===== src/rtl/rr_arb8_if.sv =====
// Request/grant bundle between the requesters (master side) and the
// round-robin arbiter (slave side).
interface rr_arb8_if;
  logic [7:0] req;
  logic       done;
  logic [7:0] gnt;
  logic [2:0] gnt_id;
  logic       gnt_valid;
  logic       timeout;

  modport master (
    output req,
    output done,
    input  gnt,
    input  gnt_id,
    input  gnt_valid,
    input  timeout
  );

  modport slave (
    input  req,
    input  done,
    output gnt,
    output gnt_id,
    output gnt_valid,
    output timeout
  );
endinterface


===== src/rtl/rr_arb8.sv =====
// rr_arb8: 8-way round-robin arbiter with a bounded hold time.
// A grant is issued from IDLE only, so every release is followed by at
// least one cycle with no grant. The priority pointer moves one past the
// last holder on release, which gives fair rotation among active requesters.
// The timeout output pulses for one cycle when a grant is forcibly ended
// because it reached MAX_HOLD cycles while the holder still wanted it.
module rr_arb8 #(
  parameter int MAX_HOLD = 16
) (
  input  logic      clk,
  input  logic      rst_n,
  rr_arb8_if.slave  bus
);

  localparam int CNT_W = $clog2(MAX_HOLD + 1);
  // Counter value seen at the edge that ends the MAX_HOLD-th visible cycle.
  localparam logic [CNT_W-1:0] HOLD_LAST = CNT_W'(MAX_HOLD - 1);

  typedef enum logic {
    IDLE = 1'b0,
    BUSY = 1'b1
  } state_t;

  state_t           r_state;
  state_t           w_state_nxt;
  logic [2:0]       r_ptr;
  logic [2:0]       w_ptr_nxt;
  logic [CNT_W-1:0] r_hold;
  logic [CNT_W-1:0] w_hold_nxt;
  logic [7:0]       r_gnt;
  logic [7:0]       w_gnt_nxt;
  logic [2:0]       r_gnt_id;
  logic [2:0]       w_gnt_id_nxt;
  logic             r_gnt_valid;
  logic             w_gnt_valid_nxt;
  logic             r_timeout;
  logic             w_timeout_nxt;

  logic [2:0]       w_pick;
  logic             w_any_req;
  logic             w_expired;
  logic             w_dropped;

  // First set request bit at or after ptr, wrapping modulo 8.
  // Scanning from the far end lets the nearest hit overwrite earlier ones.
  function automatic logic [2:0] rr_pick(input logic [7:0] req,
                                         input logic [2:0] ptr);
    logic [2:0] idx;
    rr_pick = 3'd0;
    for (int k = 7; k >= 0; k--) begin
      idx = ptr + 3'(k);
      if (req[idx]) rr_pick = idx;
    end
  endfunction

  assign w_pick    = rr_pick(bus.req, r_ptr);
  assign w_any_req = |bus.req;
  assign w_expired = (r_hold == HOLD_LAST);
  assign w_dropped = ~bus.req[r_gnt_id];

  // Next-state and next-output decode for the IDLE/BUSY controller.
  always_comb begin
    w_state_nxt     = r_state;
    w_ptr_nxt       = r_ptr;
    w_hold_nxt      = r_hold;
    w_gnt_nxt       = r_gnt;
    w_gnt_id_nxt    = r_gnt_id;
    w_gnt_valid_nxt = r_gnt_valid;
    w_timeout_nxt   = 1'b0;

    unique case (r_state)
      IDLE: begin
        if (w_any_req) begin
          w_state_nxt     = BUSY;
          w_gnt_nxt       = 8'b1 << w_pick;
          w_gnt_id_nxt    = w_pick;
          w_gnt_valid_nxt = 1'b1;
          w_hold_nxt      = '0;
        end else begin
          w_gnt_nxt       = 8'h00;
          w_gnt_id_nxt    = 3'd0;
          w_gnt_valid_nxt = 1'b0;
        end
      end
      BUSY: begin
        if (bus.done || w_dropped || w_expired) begin
          w_state_nxt     = IDLE;
          w_gnt_nxt       = 8'h00;
          w_gnt_id_nxt    = 3'd0;
          w_gnt_valid_nxt = 1'b0;
          w_ptr_nxt       = r_gnt_id + 3'd1;
          // Only a release caused purely by the hold limit counts as forced.
          w_timeout_nxt   = w_expired && !bus.done && !w_dropped;
        end else begin
          // Release always happens at HOLD_LAST, so this never wraps.
          w_hold_nxt      = r_hold + CNT_W'(1);
        end
      end
      default: begin
        w_state_nxt = IDLE;
      end
    endcase
  end

  // State and registered outputs, cleared asynchronously by rst_n.
  always_ff @(posedge clk or negedge rst_n) begin
    if (!rst_n) begin
      r_state     <= IDLE;
      r_ptr       <= 3'd0;
      r_hold      <= '0;
      r_gnt       <= 8'h00;
      r_gnt_id    <= 3'd0;
      r_gnt_valid <= 1'b0;
      r_timeout   <= 1'b0;
    end else begin
      r_state     <= w_state_nxt;
      r_ptr       <= w_ptr_nxt;
      r_hold      <= w_hold_nxt;
      r_gnt       <= w_gnt_nxt;
      r_gnt_id    <= w_gnt_id_nxt;
      r_gnt_valid <= w_gnt_valid_nxt;
      r_timeout   <= w_timeout_nxt;
    end
  end

  assign bus.gnt       = r_gnt;
  assign bus.gnt_id    = r_gnt_id;
  assign bus.gnt_valid = r_gnt_valid;
  assign bus.timeout   = r_timeout;

endmodule


===== src/flat_wrapper.sv =====
// flat-port wrapper written by rule: the top's interface ports become plain ports
module rr_arb8_flat 
#(
  parameter int MAX_HOLD = 16
)
  (clk, rst_n, bus_req, bus_done, bus_gnt, bus_gnt_id, bus_gnt_valid, bus_timeout);
  rr_arb8_if bus_i ();
  input  logic clk;
  input  logic rst_n;
  input wire logic [$bits(bus_i.req)-1:0] bus_req;
  input wire logic [$bits(bus_i.done)-1:0] bus_done;
  output wire logic [$bits(bus_i.gnt)-1:0] bus_gnt;
  output wire logic [$bits(bus_i.gnt_id)-1:0] bus_gnt_id;
  output wire logic [$bits(bus_i.gnt_valid)-1:0] bus_gnt_valid;
  output wire logic [$bits(bus_i.timeout)-1:0] bus_timeout;
  assign bus_i.req = bus_req;
  assign bus_i.done = bus_done;
  assign bus_gnt = bus_i.gnt;
  assign bus_gnt_id = bus_i.gnt_id;
  assign bus_gnt_valid = bus_i.gnt_valid;
  assign bus_timeout = bus_i.timeout;
  rr_arb8 #(.MAX_HOLD(MAX_HOLD)) u_core (.clk(clk), .rst_n(rst_n), .bus(bus_i));
endmodule

===== config.mk =====
export PLATFORM = sky130hd
export DESIGN_NAME = rr_arb8_flat
export DESIGN_NICKNAME = d
export VERILOG_FILES = /design/src/rtl/rr_arb8_if.sv /design/src/rtl/rr_arb8.sv /design/src/flat_wrapper.sv
export SDC_FILE = /design/constraint.sdc
export NUM_CORES = 1
export LEC_CHECK = 0
export ABC_AREA = 1
export CAP_MARGIN = 20
export CELL_PAD_IN_SITES_DETAIL_PLACEMENT = 0
export CELL_PAD_IN_SITES_GLOBAL_PLACEMENT = 2
export CORE_MARGIN = 5
export CORE_UTILIZATION = 26
export CTS_CLUSTER_SIZE = 30
export DETAILED_ROUTE_END_ITERATION = 12
export PLACE_DENSITY_LB_ADDON = 0.1
export SLEW_MARGIN = 20
export SYNTH_ARGS = -nofsm -noshare
export SYNTH_HDL_FRONTEND = slang
export SYNTH_SLANG_ARGS = --single-unit
export TNS_END_PERCENT = 5

===== constraint.sdc =====
create_clock -name clk -period 1.9 [get_ports clk]
set_input_delay 0.38 -clock clk [delete_from_list [all_inputs] [get_ports clk]]
set_output_delay 0.38 -clock clk [all_outputs]
set_load 0.1 [all_outputs]

==> results.json <==
{
  "outcome": "finished with violations",
  "violations": "setup timing",
  "drtPass1Iterations": 4,
  "cp_max_fo": 8,
  "fp.dieH_um": 90.1,
  "initial_utilization": 0.264,
  "drive_above_1_share": 0.371,
  "drc": 0,
  "grt_pass1_vias": 1866,
  "worstSetupPathType": "reg -> reg",
  "grt_overflow": 0,
  "hold_viol_final": 0,
  "worst_slack_ps": -134,
  "antenna_found_initial": 0,
  "slew_headroom": 0.801,
  "yosysUniqueCellTypes": 26,
  "via_per_inst": 4.54,
  "ys_ff_latch": 22,
  "synth_nets": 271,
  "pre_cts_slack_ps": -398,
  "arrival_ps": 2190,
  "hold_buffers": 0,
  "cts_tree": "done",
  "setup_viol": 11,
  "place.gp.congestion": 0.778,
  "ys_seq_area_frac": 0.330,
  "numCtsBuffers": 3,
  "synthDominantCellAreaShare": 0.330,
  "grt_max_degree": 23,
  "synth-edff-count": 0,
  "ys_warn_count": 0,
  "track_usage": 0.127,
  "rsz0062_at_grt": "yes",
  "synth_largest_area_cell": "dfrtp_1",
  "syn_to_final_growth_pct": 57.9,
  "fillers": 680,
  "min_period_over_period": 1.07,
  "final_nets": 330,
  "root_buffer": "clkbuf_8",
  "critPathLaunchType": "flip-flop",
  "syn_area_per_cell_um2": 6.55,
  "cts_sinks": 22,
  "die_w_um": 90.1,
  "insertedDiodeCount": 0,
  "wl_per_cell_um": 12.8,
  "clockBufferDepth": 2,
  "core_um2": 6310,
  "drtIter0Drc": 47,
  "ioPinCount": 24,
  "synthCells": 255,
  "yosysMostFrequentCell": "nand2_1",
  "worst_hold_path_type": "in -> async",
  "maxCapViolCount": 0,
  "end_kind": "flip-flop",
  "h-tree-depth": 1,
  "rows": 29,
  "fin_skew_ps": 4.25,
  "wl_mm": 4.97,
  "postLayoutCellArea_um2": 2640,
  "synthTopCellsByCount": "100 x nand2_1, 38 x nand3_1, 23 x inv_1",
  "die_area_um2": 8120,
  "finalCriticalPeriod_ps": 2030,
  "clk_latency_ps": 260,
  "grt_pass1_wl_mm": 8.67,
  "maxSlewViolCount": 0,
  "synth_ff_type": "dfrtp_1",
  "async_flop_share": 1.00,
  "syn_area_um2": 1670,
  "hpwl_mm": 4.02,
  "synth.area.top_cells": "dfrtp_1 33%, nand2_1 22%, nand3_1 11%",
  "required_ps": 2060,
  "fmax_ghz": 0.492,
  "place_area_um2": 2350,
  "worst_pin_slew_ps": 299,
  "ant_nets": 0,
  "vias": 1769,
  "clk_pin_slew_ps": 80,
  "port_buffers": 23
}
logic make-up (layout without fill, tap and decap cells):
| logic type | Yosys count | count (layout) | share of synthesized area |
|---|---|---|---|
| compound gates | 24 | 24 | 0.0870 |
| simple gates | 164 | 164 | 0.439 |
| mux | 1 | 1 | 0.00600 |
| xor+xnor | 2 | 2 | 0.0105 |
| buf+inv | 37 | 95 | 0.0900 |
| flops | 22 | 22 | 0.330 |
| fa+ha+maj | 5 | 5 | 0.0375 |
layer usage:
layer,up-vias,part of all wire,GRT usage
li1,933,-,-
met3,8,0.015,0.00918
met1,808,0.45,0.160
met5,-,0,0
met2,20,0.51,0.229
met4,0,0.018,0.0422
stage by stage:
stage          instances   util  hold WS [ps]  setup TNS, ps
6_report             390  0.417           464           -800
2_1_floorplan        255      -          84.4           -233
3_3_place_gp         381  0.372           476          -6410
5_1_grt              390  0.417           499          -2800
3_5_place_dp         381  0.372           468          -6190
4_1_cts              388  0.398           472           -606
sequential cells by signal, summed over array words and instances, names as in the netlist:
name,flops
u_core.bus.gnt,8
u_core.bus.gnt_id,3
u_core.bus.gnt_valid,1
u_core.bus.timeout,1
u_core.r_hold,5
u_core.r_ptr,3
u_core.r_state,1
critical path: stages (launching register included):
cell	delay, ps
dfrtp_1	410
buf_4	150
buf_4	160
nand2_1	110
nand3_1	140
nand3_2	120
nand2_4	50
buf_4	120
nand2_1	50
nand2_1	40
nand2_1	50
nand2_1	40
nand2_1	50
nand2_1	60
nand2_2	70
nand2_4	70
inv_4	80
nor2_4	40
nand2_1	50
nand2_1	50
cell usage in the layout, fill, tap and decap left out, drive strengths merged:
cell	instances
nor2	11
dlymetal6s2s	6
inv	34
o22ai	4
nor4	1
buf	47
mux2i	1
xor2	2
a21oi	9
ha	5
dfrtp	22
nand2	108
a31oi	1
o211ai	1
a21boi	1
clkbuf	4
a311oi	1
o21ai	7
nand3	44
clkdlybuf4s50	4
final cells by class:
class / count / area [um^2] / share of cell area
inverters: 34 / 138 / 0.0522
repair buffers: 57 / 618 / 0.235
multi-input cells: 196 / 1170 / 0.443
flip-flops and latches: 22 / 561 / 0.213
clock buffers: 4 / 55.1 / 0.0209
well taps: 77 / 96.3 / 0.0366
worst paths after layout:
check | start | end | slack [ps] | cells after the start
worst max-delay path | u_core.r_ptr[0]$_DFFE_PN0P_ | u_core.bus.gnt[3]$_DFFE_PN0P_ | -130 | 19
max in group asynchronous | rst_n | u_core.bus.gnt_id[0]$_DFFE_PN0P_ | 1180 | 2
worst min register to register | u_core.bus.gnt[4]$_DFFE_PN0P_ | u_core.bus.gnt[4]$_DFFE_PN0P_ | 490 | 2
worst max register to register | u_core.r_ptr[0]$_DFFE_PN0P_ | u_core.bus.gnt[3]$_DFFE_PN0P_ | -130 | 19
worst min-delay path | rst_n | u_core.bus.gnt_id[2]$_DFFE_PN0P_ | 460 | 2
min in group clk | u_core.bus.gnt[4]$_DFFE_PN0P_ | u_core.bus.gnt[4]$_DFFE_PN0P_ | 490 | 2
what timing repair did:
action,in CTS,in global routing
endpoints found under the setup margin,12,20
pin swaps,5,9
buffers inserted,3,2
resized for setup,18,28
Power of run 1 is not shown: default switching activity piles up to over one toggle a cycle in this logic, so the estimate is an artifact.
